**config.mk**
```make
export PLATFORM = sky130hd
export DESIGN_NAME = pipe_stage_reg
export DESIGN_NICKNAME = d
export VERILOG_FILES = /design/src/rtl/pipe_stage_reg.sv
export SDC_FILE = /design/constraint.sdc
export NUM_CORES = 1
export LEC_CHECK = 0
export CORE_MARGIN = 4
export CORE_UTILIZATION = 35
export DETAILED_ROUTE_END_ITERATION = 7
export GPL_ROUTABILITY_DRIVEN = 0
export PLACE_DENSITY_LB_ADDON = 0.2
export SLEW_MARGIN = 20
export SYNTH_ARGS = -nofsm -noshare
export SYNTH_HDL_FRONTEND = slang
export SYNTH_SLANG_ARGS = --single-unit
export TNS_END_PERCENT = 30
```
**constraint.sdc**
```tcl
create_clock -name clk -period 4.47 [get_ports clk]
set_clock_uncertainty 0.1 [all_clocks]
set_input_delay 0.6705 -clock clk [delete_from_list [all_inputs] [get_ports clk]]
set_output_delay 0.6705 -clock clk [all_outputs]
set_load 0.01 [all_outputs]
```
**src/rtl/pipe_stage_reg.sv**
```systemverilog
// Pipeline-boundary register between two adjacent stages, steered by the central
// stall vector and exception flush, with FULL/HELD tracking and saturating counters.
module pipe_stage_reg #(
    parameter int                DATA_W    = 32,
    parameter logic [DATA_W-1:0] NOP_VALUE = {DATA_W{1'b0}},
    parameter int                CARRY_W   = 66,
    parameter int                STALL_W   = 6,
    parameter int                STAGE_IDX = 3,
    parameter int                CNT_W     = 16
) (
    input  logic               clk,
    input  logic               rst,
    input  logic [STALL_W-1:0] stall,
    input  logic               flush,
    input  logic               in_valid,
    input  logic [DATA_W-1:0]  in_payload,
    input  logic [CARRY_W-1:0] in_carry,
    input  logic               cnt_clr,
    output logic               out_valid,
    output logic [DATA_W-1:0]  out_payload,
    output logic [CARRY_W-1:0] out_carry,
    output logic [1:0]         state,
    output logic [CNT_W-1:0]   bubble_cnt,
    output logic [CNT_W-1:0]   hold_cnt,
    output logic [CNT_W-1:0]   flush_cnt
);

    generate
        if (STAGE_IDX < 0 || STAGE_IDX > STALL_W - 2) begin : g_bad_stage_idx
            $error("pipe_stage_reg: STAGE_IDX must lie in 0..STALL_W-2");
        end
    endgenerate

    typedef enum logic [1:0] {
        EMPTY = 2'b00,
        FULL  = 2'b01,
        HELD  = 2'b10
    } state_t;

    state_t state_q;

    logic up_stall;
    logic dn_stall;
    logic do_bubble;
    logic do_advance;
    logic do_hold;

    assign up_stall   = stall[STAGE_IDX];
    assign dn_stall   = stall[STAGE_IDX+1];
    // Upstream stopped while downstream keeps going: a NOP has to be injected.
    assign do_bubble  = !flush && up_stall && !dn_stall;
    assign do_advance = !flush && !up_stall;
    assign do_hold    = !flush && up_stall && dn_stall;

    assign state = state_q;

    function automatic logic [CNT_W-1:0] sat_inc(input logic [CNT_W-1:0] v);
        return (&v) ? v : v + CNT_W'(1);
    endfunction

    always_ff @(posedge clk) begin
        if (rst) begin
            out_valid   <= 1'b0;
            out_payload <= NOP_VALUE;
            out_carry   <= '0;
            state_q     <= EMPTY;
            bubble_cnt  <= '0;
            hold_cnt    <= '0;
            flush_cnt   <= '0;
        end else begin
            if (flush) begin
                out_valid   <= 1'b0;
                out_payload <= NOP_VALUE;
                out_carry   <= '0;
                state_q     <= EMPTY;
            end else if (do_bubble) begin
                // The multi-cycle op keeps accumulating even though no instruction moves.
                out_valid   <= 1'b0;
                out_payload <= NOP_VALUE;
                out_carry   <= in_carry;
                state_q     <= EMPTY;
            end else if (do_advance) begin
                out_valid   <= in_valid;
                out_payload <= in_valid ? in_payload : NOP_VALUE;
                out_carry   <= '0;
                state_q     <= in_valid ? FULL : EMPTY;
            end else begin
                out_carry   <= in_carry;
                state_q     <= out_valid ? HELD : EMPTY;
            end

            if (cnt_clr) begin
                bubble_cnt <= '0;
                hold_cnt   <= '0;
                flush_cnt  <= '0;
            end else begin
                if (do_bubble)             bubble_cnt <= sat_inc(bubble_cnt);
                if (do_hold && out_valid)  hold_cnt   <= sat_inc(hold_cnt);
                if (flush && out_valid)    flush_cnt  <= sat_inc(flush_cnt);
            end
        end
    end

endmodule

```
## Word-level counts from Yosys, hierarchy flattened

Index checks and enable logic that the tools add are counted.

- Bits of input ports: 109
- Bits in latches: 0
- Bits in read-only memories: 0
- Memories kept: 0
- Word-level logic and storage cells: 37
- Bits in writable memories: 0
- Register bits: 149

- Magnitude comparators: 0
- Equal/unequal tests: 0
- Divide/modulo/power cells: 0
- Shift-type cells: 0
- Multiply operators: 0
- $add $sub $neg: 3
- Reductions and logical operators: 18
- Bitwise logic cells: 3
- Mux-type cells: 6

Operators by type and width:

| kind | number |
|---|---|
| $mux 66 | 2 |
| $add 16x1->16 const B | 3 |
| $reduce_and 16->1 | 3 |
| $mux 32 | 1 |
| $logic_and 1x1->1 | 6 |
| $reduce_and 2->1 | 3 |
| $mux 2 | 2 |
| $reduce_or 2->1 | 2 |
| $logic_not 1->1 | 3 |
| $not 1->1 | 3 |
| $reduce_or 3->1 | 1 |
| $mux 1 | 1 |

## Longest topological paths before layout

- Word-level depth: 5
- Gate-level depth with buffers: 6
- Depth with buffers taken out: 5

## Least setup slack after synthesis

OpenSTA, ideal clock, no wires.

- Path type: in2reg
- Start: input flush
- End: register bubble_cnt[13]
- Library setup time: 0.071 ns
- Setup slack: 1.966 ns
- Buffers on the path: 1
- Data required time: 4.299 ns
- Stages on the path: 5
- Arrival: 2.334 ns
- Cell sequence: buf_6 or3b_4 or4_4 or4_1 a21oi_1

- Word-level cells in the longest chain between the ends: 4

RTL lines:

| what | line | text |
|---|---|---|
| start: declaration | 14 | `input logic flush,` |
| $logic_not 1->1 | 51 | `assign do_bubble = !flush && up_stall && !dn_stall;` |
| $logic_and 1x1->1 (2 in a row) | 51 |  |
| $reduce_and 2->1 (no line) | -- |  |
| end signal: assignment | 97 | `if (do_bubble) bubble_cnt <= sat_inc(bubble_cnt);` |
| end: declaration | 23 | `output logic [CNT_W-1:0] bubble_cnt,` |

Every way passes these cells.
A chain may end at the register's enable or synchronous reset.

## Final worst setup path

Same ends and word-level chain as after synthesis.

==> summary.md <==
| Metric | Value |
|---|---|
| Number of global-route vias before repair | 5174 |
| Total non-filler cell area in the finished layout | 8800 um^2 |
| Die boundary width | 133 um |
| Synth top area cells | dfxtp_1, and2_1, a21oi_1, nand3_1, nand2_1 |
| Count of input and output buffers | 253 |
| Total power draw | 3.01 mW |
| Post-CTS Repair Setup Buffers | 0 |
| Worst slew slack as a fraction of its limit | 24.3% |
| Result of the run | finished, final reports clean |
| DRC violations left | 0 |
| Fraction of synthesis flops using an asynchronous set or reset pin | 0% |
| Number of enable flip-flop cells after synthesis | 0 |
| Final HPWL DP | 12.9 mm |
| Leading area contributor after synthesis | dfxtp_1 |
| Met3 capacity usage during global routing | 7.70% |
| Mapped Area | 5490 um^2 |
| Global-route congestion overflow total | 0 |
| Req. time, crit path | 4690 ps |
| Count of cells along the worst register-to-register path | 4 |
| Peak supply drop | 241 uV |
| Average wire per standard cell | 16.2 um |
| Hold/Removal Path Class | reg -> reg |
| All-Layer GR Usage | 18.9% |
| Area of placed instances | 8200 um^2 |
| Die ar. | 17800 um^2 |
| Synthesized area per cell | 9.26 um^2 |
| Final setup violation count | 0 |
| Share of layout cells above drive strength 1 | 5.42% |
| Iter 0 DRT Violations | 218 |
| Standard-cell rows | 45 |
| Most common cell in the netlist | dfxtp_1 |
| Global-route wire length before repair | 26.7 mm |
| Startpoint of the worst setup timing path | flush |
| Total via count in the routed design | 5300 |
| Synth top area share | 54.3% |
| GR Layer Usage met2 | 33.2% |
| Utilization after layout | 57.5% |
| Pins over their slew limit | 0 |
| Initial antenna violation count | 0 |
| Cell chosen for the clock root | clkbuf_16 |
| Largest net degree at the start of global routing | 68 |
| Final Routed Wirelength | 17.2 mm |
| Startpoint kind of the worst setup timing path | primary input |
| Setup TNS | 0 ps |
| Max-cap violations | 0 |
| Number of buffers inserted for hold repair after clock tree synthesis | 0 |
| Chip height | 133 um |
| Sinks on the clock net | 149 |
| Initial core utilization | 35.9% |
| Worst flop-to-flop path startpoint | out_valid |
| Worst Hold Slack | 347 ps |
| Sequential share of the synthesized area | 54.3% |
| Number of nets produced by synthesis | 705 |
| Lkg Pwr | 2.95 nW |
| Longest Clk Path Bufs | 2 |
| P&R area growth vs syn | 60.2% |
| Largest fanout on the critical path | 11 |
| Post-route fraction of the period consumed by the critical path | 62.1% |
| Yosys warnings | 0 |
| Resized Gates After CTS | 0 |
| Worst Setup EP | bubble_cnt[13] |
| FILL cells | 1335 |
| DR pass1 iterations | 4 |
| Power density normalized to cell area | 342 nW/um^2 |
| Number of instances in the synthesized netlist | 593 |
| Most common library cells after synthesis | dfxtp_1, and2_1, a21oi_1, nand2_1, nand3_1 |
| Met1 Track Usage GR | 20.1% |
| Ys flop type | dfxtp_1 |
| Clock-pin transition on the worst setup and hold timing paths | 60 ps |
| Slew at the pin with the worst max-slew slack | 1120 ps |
| Category of the most critical setup path | in -> reg |
| TritonCTS clock tree | yes |
| Number of endpoints with negative hold slack in the final report | 0 |
| Core box area | 15300 um^2 |
| Number of CTS-inserted buffers | 17 |
| Arrival time of the worst setup path | 3000 ps |
| H-tree Lvls | 4 |
| Setup repair after global routing missed its margin | false |
| Setup slack on the worst flop-to-flop path | 2270 ps |
| Number of different library cells in the post-synthesis netlist | 42 |
| Critical Path Sink Type | flip-flop |
| Capture instance of the worst register-to-register path | hold_cnt[15] |
| Maximum achievable frequency | 0.360 GHz |
| Final critical-path required period | 2780 ps |
| Final Net Count | 948 |
| Flop and latch count out of synthesis | 149 |
| Antenna Cells | 0 |
| Io pins | 258 |
| Clock Latency Late Sink | 420 ps |
| Drt via density | 5.00 |
| Layer with the highest usage | met2 |
| Antenna Nets Post-Route | 0 |
## worst max-delay path, cell delays in order
cell,delay [ps]
clkdlybuf4s50_1,610
or3b_4,510
or4_4,580
or4_1,480
a21oi_1,150
## per-layer routing
layer	vias up	part of all wire, %
met5	-	0
met4	0	2.4
li1	2617	-
met3	27	8.4
met1	2467	38
met2	189	51
## kinds of logic after synthesis
logic type | after synthesis | share of synthesized area [%]
buf+inv | 40 | 2.87
compound gates | 117 | 13.0
fa+ha+maj | 3 | 0.683
mux | 4 | 0.729
xor+xnor | 2 | 0.319
simple gates | 278 | 28.1
flops | 149 | 54.3
## registers in the layout, indices dropped and copies added, names as in the netlist
register and count:
hold_cnt 16, bubble_cnt 16, out_payload 32, out_valid 1, state 2, out_carry 66
flush_cnt 16
## worst min path at each step
stage / from / to / slack [ps] / depth (start not counted)
floorplan: out_payload[0] / out_payload[0] / 380 / 2
global placement: out_payload[0] / out_payload[0] / 340 / 2
detailed placement: out_payload[13] / out_payload[13] / 340 / 2
CTS: out_payload[13] / out_payload[13] / 350 / 2
global route: out_payload[24] / out_payload[24] / 370 / 2
finish: out_payload[13] / out_payload[13] / 350 / 2
## power by group
group | switching (mW) | internal [mW] | leakage [nW]
Combinational | 0.0751 | 0.126 | 1.45
Sequential | 0.00640 | 1.35 | 1.21
Clock | 0.546 | 0.908 | 0.289
Total | 0.628 | 2.38 | 2.95
## per-stage QoR
| step | instances | worst slack, ps |
|---|---|---|
| after floorplan | 593 | 1970 |
| after CTS | 1059 | 1720 |
| final | 1059 | 1690 |
| after detailed placement | 1028 | 1290 |
| after global placement | 1028 | 1300 |
| after global routing | 1059 | 1560 |
## layout make-up
class,count,area (um^2),area share [%]
Sequential cell,149,2980,33.9
Timing Repair Buffer,257,2560,29.1
Multi-Input combinational cell,404,2360,26.9
Clock buffer,20,457,5.19
Tap cell,211,264,3.00
Clock inverter,11,149,1.69
Inverter,7,26.3,0.299
## cells in the final DEF (no fill, tap or decap), types with 3 or more instances in the layout
cell,synthesis,final
and2_1,67,67
nand2_1,56,56
nor4_1,7,7
buf_4,0,4
o31ai_1,17,17
o21a_1,3,3
inv_6,0,3
and4_1,4,4
o21ai_1,4,3
nor2_1,17,16
mux2i_1,4,4
o41ai_1,6,6
nand4_1,18,18
a21oi_1,66,66
nand3_1,46,46
bufinv_16,0,3
o21ai_0,9,9
nor3_1,13,12
or4_1,19,19
clkbuf_16,0,17
or2_2,4,4
or3_1,17,17
inv_1,7,7
clkdlybuf4s50_1,0,252
dfxtp_1,149,149
clkinvlp_4,0,3
ha_1,3,3
Note: power is estimated with default switching activity, not from simulation.
